File: src/rtl/load_ext_unit_pkg.sv
// Shared control encodings for the load extension unit: access size and extension mode codes.
// Optional feature macro used by this slice: LOAD_EXT_MISALIGN_CHK_EN.
package load_ext_unit_pkg;

    typedef enum logic [1:0] {
        SZ_B = 2'b00,
        SZ_H = 2'b01,
        SZ_W = 2'b10,
        SZ_D = 2'b11
    } size_e;

    typedef enum logic {
        EXT_ZERO   = 1'b0,
        EXT_SIGNED = 1'b1
    } ext_e;

    // A dword request on a 32-bit datapath degrades to a word access.
    function automatic size_e eff_size(input logic [1:0] size, input int unsigned dw);
        if (size == SZ_D && dw == 32) return SZ_W;
        return size_e'(size);
    endfunction

endpackage

File: src/rtl/load_ext_field.sv
// Combinational field extraction and zero/sign extension of one raw memory word.
// With LOAD_EXT_MISALIGN_CHK_EN defined, misaligned offsets are flagged and yield zero.
module load_ext_field
    import load_ext_unit_pkg::*;
#(
    parameter int DW   = 32,
    parameter int OFFW = $clog2(DW/8)
) (
    input  logic [DW-1:0]   data_i,
    input  logic [OFFW-1:0] off_i,
    input  logic [1:0]      size_i,
    input  logic            ext_i,
    output logic [DW-1:0]   field_o
`ifdef LOAD_EXT_MISALIGN_CHK_EN
    ,
    output logic            misalign_o
`endif
);

    size_e           sz;
    logic [OFFW-1:0] amask;
    logic [OFFW-1:0] off_eff;
    logic [DW-1:0]   sh;
    logic [DW-1:0]   res;
    logic            sgn;

    always_comb begin
        sz  = eff_size(size_i, DW);
        sgn = (ext_i == EXT_SIGNED);
        unique case (sz)
            SZ_B:    amask = '0;
            SZ_H:    amask = OFFW'(1);
            SZ_W:    amask = OFFW'(3);
            default: amask = OFFW'(7);
        endcase
`ifdef LOAD_EXT_MISALIGN_CHK_EN
        off_eff = off_i;
`else
        // Low offset bits below the access size are ignored rather than flagged.
        off_eff = off_i & ~amask;
`endif
        sh = data_i >> {off_eff, 3'b000};
        unique case (sz)
            SZ_B:    res = sgn ? DW'($signed(sh[7:0]))  : DW'(sh[7:0]);
            SZ_H:    res = sgn ? DW'($signed(sh[15:0])) : DW'(sh[15:0]);
            SZ_W:    res = sgn ? DW'($signed(sh[31:0])) : DW'(sh[31:0]);
            default: res = sh;
        endcase
`ifdef LOAD_EXT_MISALIGN_CHK_EN
        misalign_o = |(off_i & amask);
        field_o    = misalign_o ? '0 : res;
`else
        field_o    = res;
`endif
    end

endmodule

File: src/rtl/load_ext_unit.sv
// Load extension unit: extends loaded fields at accept time and buffers them in a two-entry skid stage.
// Optional LOAD_EXT_MISALIGN_CHK_EN adds the out_misalign output.
module load_ext_unit
    import load_ext_unit_pkg::*;
#(
    parameter int DW   = 32,
    parameter int OFFW = $clog2(DW/8)
) (
    input  logic            clk,
    input  logic            rstn,
    input  logic            in_valid,
    output logic            in_ready,
    input  logic [DW-1:0]   in_data,
    input  logic [OFFW-1:0] in_off,
    input  logic [1:0]      in_size,
    input  logic            in_ext,
    input  logic            flush,
    output logic            out_valid,
    input  logic            out_ready,
    output logic [DW-1:0]   out_data,
    output logic [1:0]      count
`ifdef LOAD_EXT_MISALIGN_CHK_EN
    ,
    output logic            out_misalign
`endif
);

    logic          or_valid_q, or_valid_d;
    logic          sr_valid_q, sr_valid_d;
    logic [DW-1:0] or_data_q,  or_data_d;
    logic [DW-1:0] sr_data_q,  sr_data_d;
    logic [DW-1:0] field;
    logic          accept;
    logic          or_free;
`ifdef LOAD_EXT_MISALIGN_CHK_EN
    logic          or_mis_q, or_mis_d;
    logic          sr_mis_q, sr_mis_d;
    logic          field_mis;
`endif

    load_ext_field #(.DW(DW)) u_field (
        .data_i     (in_data),
        .off_i      (in_off),
        .size_i     (in_size),
        .ext_i      (in_ext),
        .field_o    (field)
`ifdef LOAD_EXT_MISALIGN_CHK_EN
        ,
        .misalign_o (field_mis)
`endif
    );

    // in_ready depends only on the skid flag, so out_ready never reaches it combinationally.
    assign in_ready  = !sr_valid_q;
    assign accept    = in_valid && in_ready;
    assign or_free   = !or_valid_q || out_ready;
    assign out_valid = or_valid_q;
    assign out_data  = or_data_q;
    assign count     = {1'b0, or_valid_q} + {1'b0, sr_valid_q};
`ifdef LOAD_EXT_MISALIGN_CHK_EN
    assign out_misalign = or_mis_q;
`endif

    always_comb begin
        or_valid_d = or_valid_q;
        sr_valid_d = sr_valid_q;
        or_data_d  = or_data_q;
        sr_data_d  = sr_data_q;
`ifdef LOAD_EXT_MISALIGN_CHK_EN
        or_mis_d   = or_mis_q;
        sr_mis_d   = sr_mis_q;
`endif
        if (flush) begin
            or_valid_d = 1'b0;
            sr_valid_d = 1'b0;
        end else if (or_free) begin
            if (sr_valid_q) begin
                or_valid_d = 1'b1;
                or_data_d  = sr_data_q;
                sr_valid_d = accept;
                if (accept) sr_data_d = field;
`ifdef LOAD_EXT_MISALIGN_CHK_EN
                or_mis_d = sr_mis_q;
                if (accept) sr_mis_d = field_mis;
`endif
            end else begin
                or_valid_d = accept;
                if (accept) or_data_d = field;
`ifdef LOAD_EXT_MISALIGN_CHK_EN
                if (accept) or_mis_d = field_mis;
`endif
            end
        end else if (accept) begin
            sr_valid_d = 1'b1;
            sr_data_d  = field;
`ifdef LOAD_EXT_MISALIGN_CHK_EN
            sr_mis_d   = field_mis;
`endif
        end
    end

    always_ff @(posedge clk or negedge rstn) begin
        if (!rstn) begin
            or_valid_q <= 1'b0;
            sr_valid_q <= 1'b0;
            or_data_q  <= '0;
            sr_data_q  <= '0;
`ifdef LOAD_EXT_MISALIGN_CHK_EN
            or_mis_q   <= 1'b0;
            sr_mis_q   <= 1'b0;
`endif
        end else begin
            or_valid_q <= or_valid_d;
            sr_valid_q <= sr_valid_d;
            or_data_q  <= or_data_d;
            sr_data_q  <= sr_data_d;
`ifdef LOAD_EXT_MISALIGN_CHK_EN
            or_mis_q   <= or_mis_d;
            sr_mis_q   <= sr_mis_d;
`endif
        end
    end

endmodule

File: config.mk
export PLATFORM = sky130hd
export DESIGN_NAME = load_ext_unit
export DESIGN_NICKNAME = d
export VERILOG_FILES = /design/src/rtl/load_ext_unit_pkg.sv /design/src/rtl/load_ext_field.sv /design/src/rtl/load_ext_unit.sv
export SDC_FILE = /design/constraint.sdc
export NUM_CORES = 1
export LEC_CHECK = 0
export ABC_AREA = 1
export CORE_MARGIN = 1.5
export CORE_UTILIZATION = 47
export DETAILED_ROUTE_END_ITERATION = 12
export GPL_ROUTABILITY_DRIVEN = 0
export PLACE_DENSITY_LB_ADDON = 0.12
export SYNTH_ARGS = -nofsm -noshare
export SYNTH_HDL_FRONTEND = slang
export SYNTH_SLANG_ARGS = --single-unit
export TNS_END_PERCENT = 5
File: constraint.sdc
create_clock -name clk -period 1.35 [get_ports clk]
set_input_delay 0.27 -clock clk [delete_from_list [all_inputs] [get_ports clk]]
set_output_delay 0.27 -clock clk [all_outputs]
set_load 0.005 [all_outputs]
Word-level counts from Yosys, hierarchy flattened
Index checks and enable logic that the tools add are counted.
{"block": "op_classes", "shifts": 1, "n_addsub": 1, "bitwise_logic": 3, "mux": 19, "eq_ne": 3, "reduce_logical": 10}
{"op": "2-to-1 mux 32 bit", "count": 7}
{"op": "case mux 32 bit (2 select lines)", "count": 1}
{"op": "right shift 32 x 5 -> 32 bit", "count": 1}
{"op": "2-to-1 mux 1 bit", "count": 8}
{"op": "2-to-1 mux 2 bit", "count": 2}
{"op": "case mux 2 bit (2 select lines)", "count": 1}
{"op": "nonzero test 2 bit", "count": 2}
{"op": "AND reduction 3 bit", "count": 1}
{"op": "nonzero test 3 bit", "count": 1}
{"op": "adder 1 x 1 -> 2 bit", "count": 1}
{"op": "bitwise AND 2 bit", "count": 1}
{"op": "equality test 2 x 1 -> 1 bit (second input constant)", "count": 1}
{"op": "equality test 2 bit (second input constant)", "count": 1}
{"op": "zero test 1 bit", "count": 2}
{"op": "zero test 2 bit", "count": 1}
{"op": "inequality test 2 bit (second input constant)", "count": 1}
{"op": "inverter 2 bit", "count": 1}
{"op": "AND reduction 2 bit", "count": 1}
{"op": "logical AND 1 bit", "count": 1}
{"op": "logical OR 1 bit", "count": 1}
{"op": "inverter 1 bit", "count": 1}
{"block": "totals", "inputBits": 42, "ff_bits": 66}

Logic depth before layout (Yosys ltp)
Gate-level depths: netlist of the first run.
{"block": "depth", "depth_word": 13, "depth_mapped": 11, "depth_no_buf": 10}

Hierarchy
From an unflattened synthesis of the first run, not the netlist that was laid out.
{"block": "hier_totals", "hier_cells": 554, "hier_area_um2": 3932.5}
{"mod": "load_ext_unit", "cells_each": 397, "area_each_um2": 3121.7, "seq_area_each_um2": 1651.6, "n_inst": 1}
{"mod": "load_ext_field", "cells_each": 157, "area_each_um2": 810.8, "seq_area_each_um2": 0.0, "n_inst": 1}

Least setup slack after synthesis of the first run
No wires, ideal clock.
{"block": "synth_timing", "path_type": "flip-flop to flip-flop", "startpoint": "reg or_valid_q (netlist: out_valid)", "endpoint": "reg sr_data_q[7]", "setup_ns": 0.128, "setup_slack_ns": -0.067, "arrival_ns": 1.289, "period_less_slack_ns": 1.417, "t_required_ns": 1.222, "stages_incl_launch_ff": 9, "path_cell_list": "dfrtp_1 -> inv_1 -> nor2_1 -> inv_1 -> or2_1 -> nor2_2 -> buf_4 -> buf_2 -> a31oi_1"}
{"block": "synth_between", "elab_chain_cells": 4}
{"item": "from (decl)", "line": "load_ext_unit.sv:28", "source": "logic or_valid_q, or_valid_d;"}
{"item": "from (signal assigned)", "line": "load_ext_unit.sv:113", "source": "or_valid_q <= or_valid_d;"}
{"item": "zero test 1 bit (*)", "line": "load_ext_unit.sv:56", "source": "assign or_free = !or_valid_q || out_ready;"}
{"item": "logical OR 1 bit (*)", "line": "load_ext_unit.sv:56"}
{"item": "inequality test 2 bit (no line)"}
{"item": "AND reduction 2 bit (no line)"}
{"item": "to (signal assigned)", "line": "load_ext_unit.sv:116", "source": "sr_data_q <= sr_data_d;"}
{"item": "to (decl)", "line": "load_ext_unit.sv:31", "source": "logic [DW-1:0] sr_data_q, sr_data_d;"}
Every way passes the cells marked *; elsewhere a longest branch is shown, timed or not.
A chain may end at the register's enable or synchronous reset.

Worst setup path after layout of the first run
{"block": "layout_timing", "startpoint": "reg or_valid_q (netlist: out_valid)", "endpoint": "reg sr_data_q[6]"}
The elaborated chain is that of the path after synthesis.

==> flow_summary.yaml, run 1 <==
detailed_routing:
  avgRoutedWirePerCell_um: 14.7
  wl_met2_um: 4900
  routed_wirelength_um: 10900
  drtIter0Drc: 199
  drt_first_pass_iters: 5
  wl_met3_um: 615
  route.detailed.drc: 0
  top_layer_used: "met4"
  drtAntennaViolNets: 0
  num_vias: 3840
  vias_per_cell: 5.18
  wl_met1_um: 5050
power:
  cellLeakagePower_nw: 2.90
  pwr-share-comb_pct: 28.1
  power_frac_clock_pct: 27.2
  internal_power_mw: 4.15
  swShare_pct: 30.1
  power_density_nw_per_um2: 1110
  power_switching_mw: 1.79
  vdd_drop_max_uv: 570
  p_seq_share_pct: 44.7
  p_total_mw: 5.94
yosys:
  synth_fp_nets: 568
  synth_xor_area_share_pct: 0
  synth_fa_ha_area_share_pct: 0.325
  synth_top_family_by_area: "simple AND/OR/NAND/NOR gates"
  ys_warn_count: 0
  yosysUniqueCellTypes: 29
  synth_mux_area_share_pct: 0
  synth_compound_area_share_pct: 14.4
  yosysMostFrequentCell: "nand2_1"
  synth-simple-area-share_pct: 31.3
  synth_top_flop_cell: "dfrtp_1"
  ys_top_cells_by_count: "192 x nand2_1, 66 x dfrtp_1, 51 x inv_1"
  yosys-top-cells-area: "dfrtp_1 43%, nand2_1 19%, inv_1 5.0%, nand3_1 4.2%, o21ai_0 3.5%"
  postSynth.asyncResetShare_pct: 100
  yosysTopAreaCellShare_pct: 42.9
  yosysTopAreaCell: "dfrtp_1"
  synth_edf_count: 0
  synth_seq_area_share_pct: 42.9
  syn-cell-area_um2: 3850
  synthCells: 525
  syn_area_per_cell_um2: 7.33
  ys_ff_latch: 66
sta:
  skew_ns: 0.00429
  tns_ns: -5.45
  setup_viol: 63
  fin_crit_sh_pct: 117
  fin_crit_ns: 1.58
  slew_headroom_pct: 71.2
  fin_hold_ws_ns: 0.391
  rsz0062_at_grt: "yes"
  drv_slew: 0
  fmax_mhz: 634
  layout_setup_ws_ns: -0.228
  worstMarginPinSlew_ns: 0.432
  hold_viol: 0
critical_path:
  worstPathRequired_ns: 1.58
  path_class: "reg -> reg"
  critical_path.startpoint_type: "flip-flop"
  end_kind: "flip-flop"
  r2r-start: "out_valid$_DFFE_PN0P_"
  crit_fanout: 8
  rr_worst_depth: 9
  rrSetupSlack_ns: -0.23
  r2r_end: "sr_data_q[6]$_DFFE_PN0P_"
  crit_arrival_ns: 1.81
floorplan:
  dieArea_um2: 8730
  die_height_um: 93.5
  rows: 32
  ioPinCount: 78
  core_um2: 7810
  die_w_um: 93.5
  initial_core_util_pct: 49.3
job:
  cap_violations: 0
clocking:
  cts_buffers: 9
  worstSkewPairLatency_ns: 0.34
  clk_path_buf_depth: 2
  cts-root-buf: "clkbuf_8"
  clkTransAtPathRegs_ns: 0.07
  cts_sinks: 66
  htreeDepth: 3
  cts_tree: "built"
placed_design:
  placement.io_buffers: 77
  place_area_um2: 5040
  dp_slack_ns: -0.686
  hpwl_um: 7800
  placed_cells: 720
global_routing:
  antenna_found_initial: 0
  grt_first_pass_wirelength_um: 18100
  grt_max_degree: 37
  track_usage_pct: 27.1
  grt_overflow: 0
  first_global_vias: 3745
cells_and_area:
  final_nets: 678
  utilization_pct: 68.3
  syn2layout_area_growth_pct: 38.7
  num_antenna_cells: 0
  fin_cells: 741
  drive_gt1_share_pct: 18.0
  final_cell_area_um2: 5340
worst_hold_path:
  hp-class: "in -> async"
status:
  violations: "setup timing"
  outcome: "finished with violations"
power by group through the flow:
stage / combinational (mW) / sequential (mW) / clock [mW]
detailed placement: 1.71 / 2.69 / 0
CTS: 1.65 / 2.65 / 1.65
floorplan: 0.835 / 2.66 / 0
global route: 1.87 / 2.70 / 1.73
finish: 1.67 / 2.66 / 1.61
global placement: 1.68 / 2.67 / 0
worst max path at each step:
stage                                startpoint                         to  cells after the start
after global routing      out_valid$_DFFE_PN0P_  sr_data_q[22]$_DFFE_PN0P_                      9
after CTS                 out_valid$_DFFE_PN0P_   sr_data_q[6]$_DFFE_PN0P_                      9
final                     out_valid$_DFFE_PN0P_   sr_data_q[6]$_DFFE_PN0P_                      9
after floorplan           out_valid$_DFFE_PN0P_   sr_data_q[7]$_DFFE_PN0P_                      8
after global placement               in_size[1]   out_data[18]$_DFFE_PN0P_                     10
after detailed placement             in_size[1]   out_data[18]$_DFFE_PN0P_                     10
state kept, by name, indices dropped and copies added, names as in the netlist:
name / count
sr_valid_q: 1
sr_data_q: 32
out_valid: 1
out_data: 32
cells by family after synthesis:
group | Yosys count
simple gates | 276
compound gates | 95
buf+inv | 87
flops | 66
fa+ha+maj | 1
final cells by class:
| class | count | area (um2) |
|---|---|---|
| Multi-Input combinational cell | 372 | 1830 |
| Tap cell | 102 | 128 |
| Clock buffer | 12 | 145 |
| Clock inverter | 3 | 40.0 |
| Fill cell | 667 | 2470 |
| Sequential cell | 66 | 1650 |
| Timing Repair Buffer | 133 | 1340 |
| Inverter | 53 | 201 |
worst max-delay path, stage by stage (launching register included):
cell	delay, ns
dfrtp_1	0.35
buf_4	0.11
inv_1	0.03
nor2_1	0.07
inv_1	0.06
or2_4	0.24
nor2_4	0.18
inv_1	0.22
nand2_1	0.13
nand2_1	0.06
metal layers:
layer,vias up,GRT usage (%)
met1,1774,37.7
li1,1907,-
met5,-,0
met3,26,5.61
met4,0,10.6
met2,133,41.3
what timing repair did:
action / CTS / global route
pin swaps: 6 / 2
endpoints found under the setup margin: 100 / 68
endpoints found under the hold margin: 12 / 0
resized for setup: 74 / 10
cloned: 2 / 0
setup buffers: 3 / 0
hold buffers: 1 / 0
placed cells by master (no fill, tap or decap), drive strengths merged, types with 2 or more instances in the layout:
| cell type | n |
|---|---|
| a21oi | 23 |
| buf | 56 |
| nand2 | 199 |
| clkinv | 2 |
| dfrtp | 66 |
| clkbuf | 13 |
| a31oi | 4 |
| nand3 | 33 |
| clkdlybuf4s15 | 3 |
| or2 | 3 |
| dlygate4sd2 | 35 |
| clkdlybuf4s50 | 36 |
| inv | 53 |
| a21boi | 2 |
| nand4 | 17 |
| nor2 | 24 |
| o211ai | 4 |
| o21ai | 61 |
(Power assumes the default switching activity.)
==> run 2: changes to the inputs <==
--- a/config.mk
+++ b/config.mk
@@ -5,9 +5,8 @@
 export SDC_FILE = /design/constraint.sdc
 export NUM_CORES = 1
 export LEC_CHECK = 0
-export ABC_AREA = 1
 export CORE_MARGIN = 1.5
-export CORE_UTILIZATION = 47
+export CORE_UTILIZATION = 51
 export DETAILED_ROUTE_END_ITERATION = 12
 export GPL_ROUTABILITY_DRIVEN = 0
 export PLACE_DENSITY_LB_ADDON = 0.12
==> constraint.sdc (replaced) <==
create_clock -name clk -period 1.82 [get_ports clk]
set_input_delay 0.364 -clock clk [delete_from_list [all_inputs] [get_ports clk]]
set_output_delay 0.364 -clock clk [all_outputs]
set_load 0.005 [all_outputs]
==> flow_summary.yaml, run 2 <==
yosys:
  postSynth.asyncResetShare_pct: 100
  yosys-top-cells-area: "dfrtp_1 50%, a21oi_1 8.3%, nand2_1 7.3%, o21ai_0 5.0%, or3_1 3.6%"
  ys_ff_latch: 66
  synth-simple-area-share_pct: 20.3
  yosysTopAreaCell: "dfrtp_1"
  synth_seq_area_share_pct: 49.7
  synth_top_family_by_area: "compound AO/OA/AOI/OAI gates"
  yosysUniqueCellTypes: 37
  synth_mux_area_share_pct: 0.716
  synth_top_flop_cell: "dfrtp_1"
  synth_compound_area_share_pct: 23.9
  yosysMostFrequentCell: "dfrtp_1"
  synthCells: 376
  ys_warn_count: 0
  synth_fp_nets: 419
  synth_edf_count: 0
  synth_xor_area_share_pct: 0
  synth_fa_ha_area_share_pct: 0.377
  yosysTopAreaCellShare_pct: 49.7
  syn_area_per_cell_um2: 8.83
  syn-cell-area_um2: 3320
  ys_top_cells_by_count: "66 x dfrtp_1, 65 x nand2_1, 55 x a21oi_1"
critical_path:
  end_kind: "flip-flop"
  crit_arrival_ns: 2.05
  path_class: "in -> reg"
  cp_num_buf_inv: 1
  path_common_cell: "nor2_1"
  r2r-start: "sr_valid_q$_DFFE_PN0P_"
  critPathTopFamily: "simple AND/OR/NAND/NOR gates"
  slowest_stage: "clkdlybuf4s50_1"
  critical_path.startpoint_type: "input port"
  worstPathCellList: "clkdlybuf4s50_1 > nor2_1 > or3_4 > nor2_1 > o21ai_2 > o211ai_1"
  r2r_end: "out_data[10]$_DFFE_PN0P_"
  worstPathRequired_ns: 2.09
  crit_fanout: 7
  cp_slowest_stage_delay_ns: 0.49
  rrSetupSlack_ns: 0.12
  rr_worst_depth: 5
detailed_routing:
  num_vias: 3445
  drtIter0Drc: 344
  vias_per_cell: 5.99
  wl_met3_um: 712
  drt_first_pass_iters: 6
  wl_met1_um: 4340
  route.detailed.drc: 0
  avgRoutedWirePerCell_um: 18.4
  top_layer_used: "met4"
  drtAntennaViolNets: 0
  routed_wirelength_um: 10600
  wl_met2_um: 5180
floorplan:
  core_um2: 6310
  initial_core_util_pct: 52.6
  rows: 29
  die_w_um: 83.7
  die_height_um: 83.7
  ioPinCount: 78
  dieArea_um2: 7010
cells_and_area:
  fill_cells: 475
  syn2layout_area_growth_pct: 43.5
  drive_gt1_share_pct: 18.7
  final_cell_area_um2: 4770
  num_antenna_cells: 0
  layout_commonest_cell: "clkdlybuf4s50_1"
  utilization_pct: 75.5
  final_cell_mix: "69 x clkdlybuf4s50_1, 66 x dfrtp_1, 65 x nand2_1, 55 x a21oi_1, 51 x buf_4"
  final_nets: 536
sta:
  hold_viol: 6
  worstMarginPinSlew_ns: 0.634
  layout_setup_ws_ns: 0.0474
  fin_crit_ns: 1.77
  fin_crit_sh_pct: 97.4
  fin_hold_ws_ns: -0.00838
  slew_headroom_pct: 57.6
  rsz0062_at_grt: "yes"
  drv_slew: 0
  setup_viol: 0
  skew_ns: 0.00934
  fmax_mhz: 564
status:
  violations: "hold timing"
  outcome: "finished with violations"
job:
  cap_violations: 0
clocking:
  cts_buffers: 9
  cts_sinks: 66
  clkTransAtPathRegs_ns: 0.07
  htreeDepth: 3
  cts_tree: "built"
  clk_path_buf_depth: 2
  worstSkewPairLatency_ns: 0.35
  cts-root-buf: "clkbuf_8"
power:
  p_total_mw: 4.20
  power_density_nw_per_um2: 880
  cellLeakagePower_nw: 2.11
  vdd_drop_max_uv: 755
global_routing:
  track_usage_pct: 31.3
  first_global_vias: 3396
  grt_overflow: 0
  grt_first_pass_wirelength_um: 17100
  grt_max_degree: 67
  antenna_found_initial: 0
placed_design:
  hpwl_um: 7490
  place_area_um2: 4550
  placement.io_buffers: 77
  dp_slack_ns: -0.683
worst_hold_path:
  hp-class: "in -> async"
-- run 2: cell types whose count changed after synthesis, sizes merged, moves of 9 or more --
cell | previous run | this run
nand3 | 33 | 8
buf | 23 | 14
or3 | 0 | 19
nand4 | 17 | 0
nand2 | 199 | 65
inv | 53 | 9
o211ai | 4 | 14
a21oi | 23 | 55
o21ai | 61 | 35
-- run 2: metrics by stage --
stage          hold slack, ns  instances  setup TNS, ns
2_1_floorplan          0.0684        376        -0.0189
3_3_place_gp            0.405        558         -26.36
3_5_place_dp            0.401        558         -28.45
4_1_cts                0.0284        575              0
5_1_grt                0.0353        575        -0.0138
6_report             -0.00838        575              0
-- run 2: worst max-delay path by stage --
stage / cells past startpoint / from / to
2_1_floorplan: 8 / sr_valid_q$_DFFE_PN0P_ / sr_data_q[19]$_DFFE_PN0P_
3_3_place_gp: 5 / in_size[0] / out_data[14]$_DFFE_PN0P_
6_report: 6 / in_valid / out_data[10]$_DFFE_PN0P_
5_1_grt: 7 / in_valid / out_data[24]$_DFFE_PN0P_
4_1_cts: 6 / in_valid / out_data[10]$_DFFE_PN0P_
3_5_place_dp: 5 / in_size[0] / out_data[10]$_DFFE_PN0P_
-- run 2: final cells by class --
type,count,area (um2),area share (%)
flip-flops and latches,66,1650,34.6
clock inverters,7,52.6,1.10
inverters,9,33.8,0.708
clock buffers,9,124,2.60
multi-input cells,273,1560,32.7
repair buffers,134,1250,26.2
well taps,77,96.3,2.02
-- run 2: kinds of logic after synthesis --
kind of cell / Yosys count
flip-flops: 66
AO/OA/AOI/OAI: 125
AND/OR/NAND/NOR: 145
adder cells (fa/ha/maj): 1
buffers and inverters: 37
multiplexers: 2
-- run 2: worst reg2reg max path, stage by stage (launching register included) --
cell and delay [ns]:
dfrtp_1 0.41, nor2_1 0.09, or3_4 0.42, nor2_1 0.29, o21ai_2 0.21, o211ai_1 0.21
-- run 2: where the power goes --
part	internal (mW)	switching [mW]	leakage [nW]	total (mW)
clock network	0.502	0.611	0.0900	1.11
registers	1.78	0.185	0.788	1.97
logic	0.628	0.488	1.23	1.12
total	2.91	1.28	2.11	4.20
-- run 2: per-layer routing --
layer / GRT usage, % / vias up
met3: 6.63 / 34
met1: 40.9 / 1663
met2: 50.3 / 173
li1: - / 1575
met4: 14.3 / 0
met5: 0 / -
-- run 2: repair_timing --
action,4_1_cts,5_1_grt
endpoints found under the setup margin,50,10
buffers inserted,1,0
hold buffers,0,0
endpoints found under the hold margin,0,0
resized for setup,17,4
pin swaps,3,0
==> run 3: changes to the inputs <==
--- a/config.mk
+++ b/config.mk
@@ -9,6 +9,7 @@
 export CORE_UTILIZATION = 51
 export DETAILED_ROUTE_END_ITERATION = 12
 export GPL_ROUTABILITY_DRIVEN = 0
+export HOLD_SLACK_MARGIN = 0.06
 export PLACE_DENSITY_LB_ADDON = 0.12
 export SYNTH_ARGS = -nofsm -noshare
 export SYNTH_HDL_FRONTEND = slang
==> flow_summary.yaml, run 3 (same netlist as run 2, synthesis figures left out) <==
status:
  outcome: "complete, no violations"
critical_path:
  r2r_end: "out_data[16]$_DFFE_PN0P_"
  cp_slowest_stage_delay_ns: 0.37
  rr_worst_depth: 6
  cp_num_buf_inv: 2
  critPathTopFamily: "buffers and inverters"
  worstPathRequired_ns: 1.46
  worstPathCellList: "buf_4 > ha_1 > dlygate4sd2_1"
  end_kind: "output port"
  rrSetupSlack_ns: 0.13
  r2r-start: "sr_valid_q$_DFFE_PN0P_"
  slowest_stage: "dfrtp_1"
  crit_fanout: 3
  critical_path.startpoint_type: "flip-flop"
  crit_arrival_ns: 1.40
  path_class: "reg -> out"
placed_design:
  dp_slack_ns: -0.683
  placed_cells: 558
  place_area_um2: 4550
  hpwl_um: 7490
  placement.io_buffers: 77
cells_and_area:
  multi_input_area_um2: 1560
  final_cell_mix: "69 x clkdlybuf4s50_1, 66 x dfrtp_1, 65 x nand2_1, 55 x a21oi_1, 51 x buf_4"
  fill_cells: 474
  fin_cells: 576
  num_antenna_cells: 0
  drive_gt1_share_pct: 18.6
  final_cell_area_um2: 4780
  ff_latch_area_um2: 1650
  syn2layout_area_growth_pct: 43.8
  layout_commonest_cell: "clkdlybuf4s50_1"
  final_nets: 537
detailed_routing:
  drtIter0Drc: 342
  avgRoutedWirePerCell_um: 18.3
  drtAntennaViolNets: 0
  num_vias: 3467
  drt_first_pass_iters: 5
  routed_wirelength_um: 10500
  vias_per_cell: 6.02
  route.detailed.drc: 0
sta:
  hold_viol: 0
  fin_crit_sh_pct: 97.1
  drv_slew: 0
  layout_setup_ws_ns: 0.0525
  tns_ns: 0
  rsz0062_at_grt: "yes"
  setup_viol: 0
  worstMarginPinSlew_ns: 0.658
  slew_headroom_pct: 56.0
  fmax_mhz: 566
  skew_ns: 0.0108
  fin_crit_ns: 1.77
clocking:
  cts-root-buf: "clkbuf_8"
  cts_sinks: 66
  cts_buffers: 9
  clkTransAtPathRegs_ns: 0.08
  clk_path_buf_depth: 2
  htreeDepth: 3
  cts_tree: "built"
  worstSkewPairLatency_ns: 0.36
worst_hold_path:
  hold_end: "sr_data_q[3]$_DFFE_PN0P_"
  hold_depth: 2
  hp-class: "reg -> reg"
  hp-start: "sr_data_q[3]$_DFFE_PN0P_"
power:
  power_density_nw_per_um2: 879
  swShare_pct: 30.6
  power_frac_clock_pct: 26.5
  p_seq_share_pct: 46.8
  pwr-share-comb_pct: 26.6
  power_switching_mw: 1.29
  internal_power_mw: 2.91
  p_total_mw: 4.20
  cellLeakagePower_nw: 2.11
  vdd_drop_max_uv: 755
floorplan:
  dieArea_um2: 7010
  die_w_um: 83.7
  core_um2: 6310
  initial_core_util_pct: 52.6
  ioPinCount: 78
  die_height_um: 83.7
  rows: 29
global_routing:
  grt_overflow: 0
  grt_first_pass_wirelength_um: 17100
  grt_max_degree: 67
  first_global_vias: 3396
  track_usage_pct: 31.3
  antenna_found_initial: 0
job:
  cap_violations: 0
==> run 3: layout make-up <==
type / instances / area share (%)
flip-flops and latches: 66 / 34.6
clock inverters: 7 / 1.10
well taps: 77 / 2.02
repair buffers: 135 / 26.4
clock buffers: 9 / 2.59
inverters: 9 / 0.707
multi-input cells: 273 / 32.6
==> run 3: worst max-delay path by stage <==
stage | start | to | cells past startpoint
finish | out_valid$_DFFE_PN0P_ | count[0] | 3
global route | in_valid | out_data[24]$_DFFE_PN0P_ | 7
detailed placement | in_size[0] | out_data[10]$_DFFE_PN0P_ | 5
floorplan | sr_valid_q$_DFFE_PN0P_ | sr_data_q[19]$_DFFE_PN0P_ | 8
CTS | in_valid | out_data[10]$_DFFE_PN0P_ | 6
global placement | in_size[0] | out_data[14]$_DFFE_PN0P_ | 5
==> run 3: per-stage QoR <==
| stage | hold WS (ns) | util [%] |
|---|---|---|
| 2_1_floorplan | 0.0684 | - |
| 3_3_place_gp | 0.405 | 72.0 |
| 3_5_place_dp | 0.401 | 72.0 |
| 4_1_cts | 0.493 | 75.5 |
| 5_1_grt | 0.518 | 75.7 |
| 6_report | 0.488 | 75.7 |
==> run 3: worst reg2reg max path: stages, from the launching register on <==
cell and delay [ns]:
dfrtp_1 0.41, nor2_1 0.09, or3_4 0.42, buf_4 0.18
or3_1 0.31, o21ai_0 0.10, a21oi_1 0.08
==> run 3: timing repair <==
action | in CTS | in global routing
pin swaps | 3 | 0
setup endpoints to repair | 50 | 10
resized for setup | 17 | 4
hold buffers | 1 | 0
buffers inserted | 1 | 0
endpoints found under the hold margin | 66 | 0
==> run 3: power groups by stage <==
stage	logic, mW	registers, mW	clock network (mW)
5_1_grt	1.22	2.00	1.20
6_report	1.12	1.97	1.11
3_3_place_gp	1.07	1.97	0
4_1_cts	1.12	1.96	1.13
3_5_place_dp	1.10	1.98	0
2_1_floorplan	0.455	1.95	0
==> run 3: per-layer routing <==
layer | global-route usage, % | share of wire (%) | vias up | wire (um)
li1 | - | - | 1575 | -
met3 | 6.53 | 8.0 | 43 | 844
met5 | 0 | 0 | - | 0
met1 | 40.9 | 40 | 1645 | 4210
met2 | 50.3 | 48 | 204 | 5070
met4 | 14.3 | 4.0 | 0 | 418
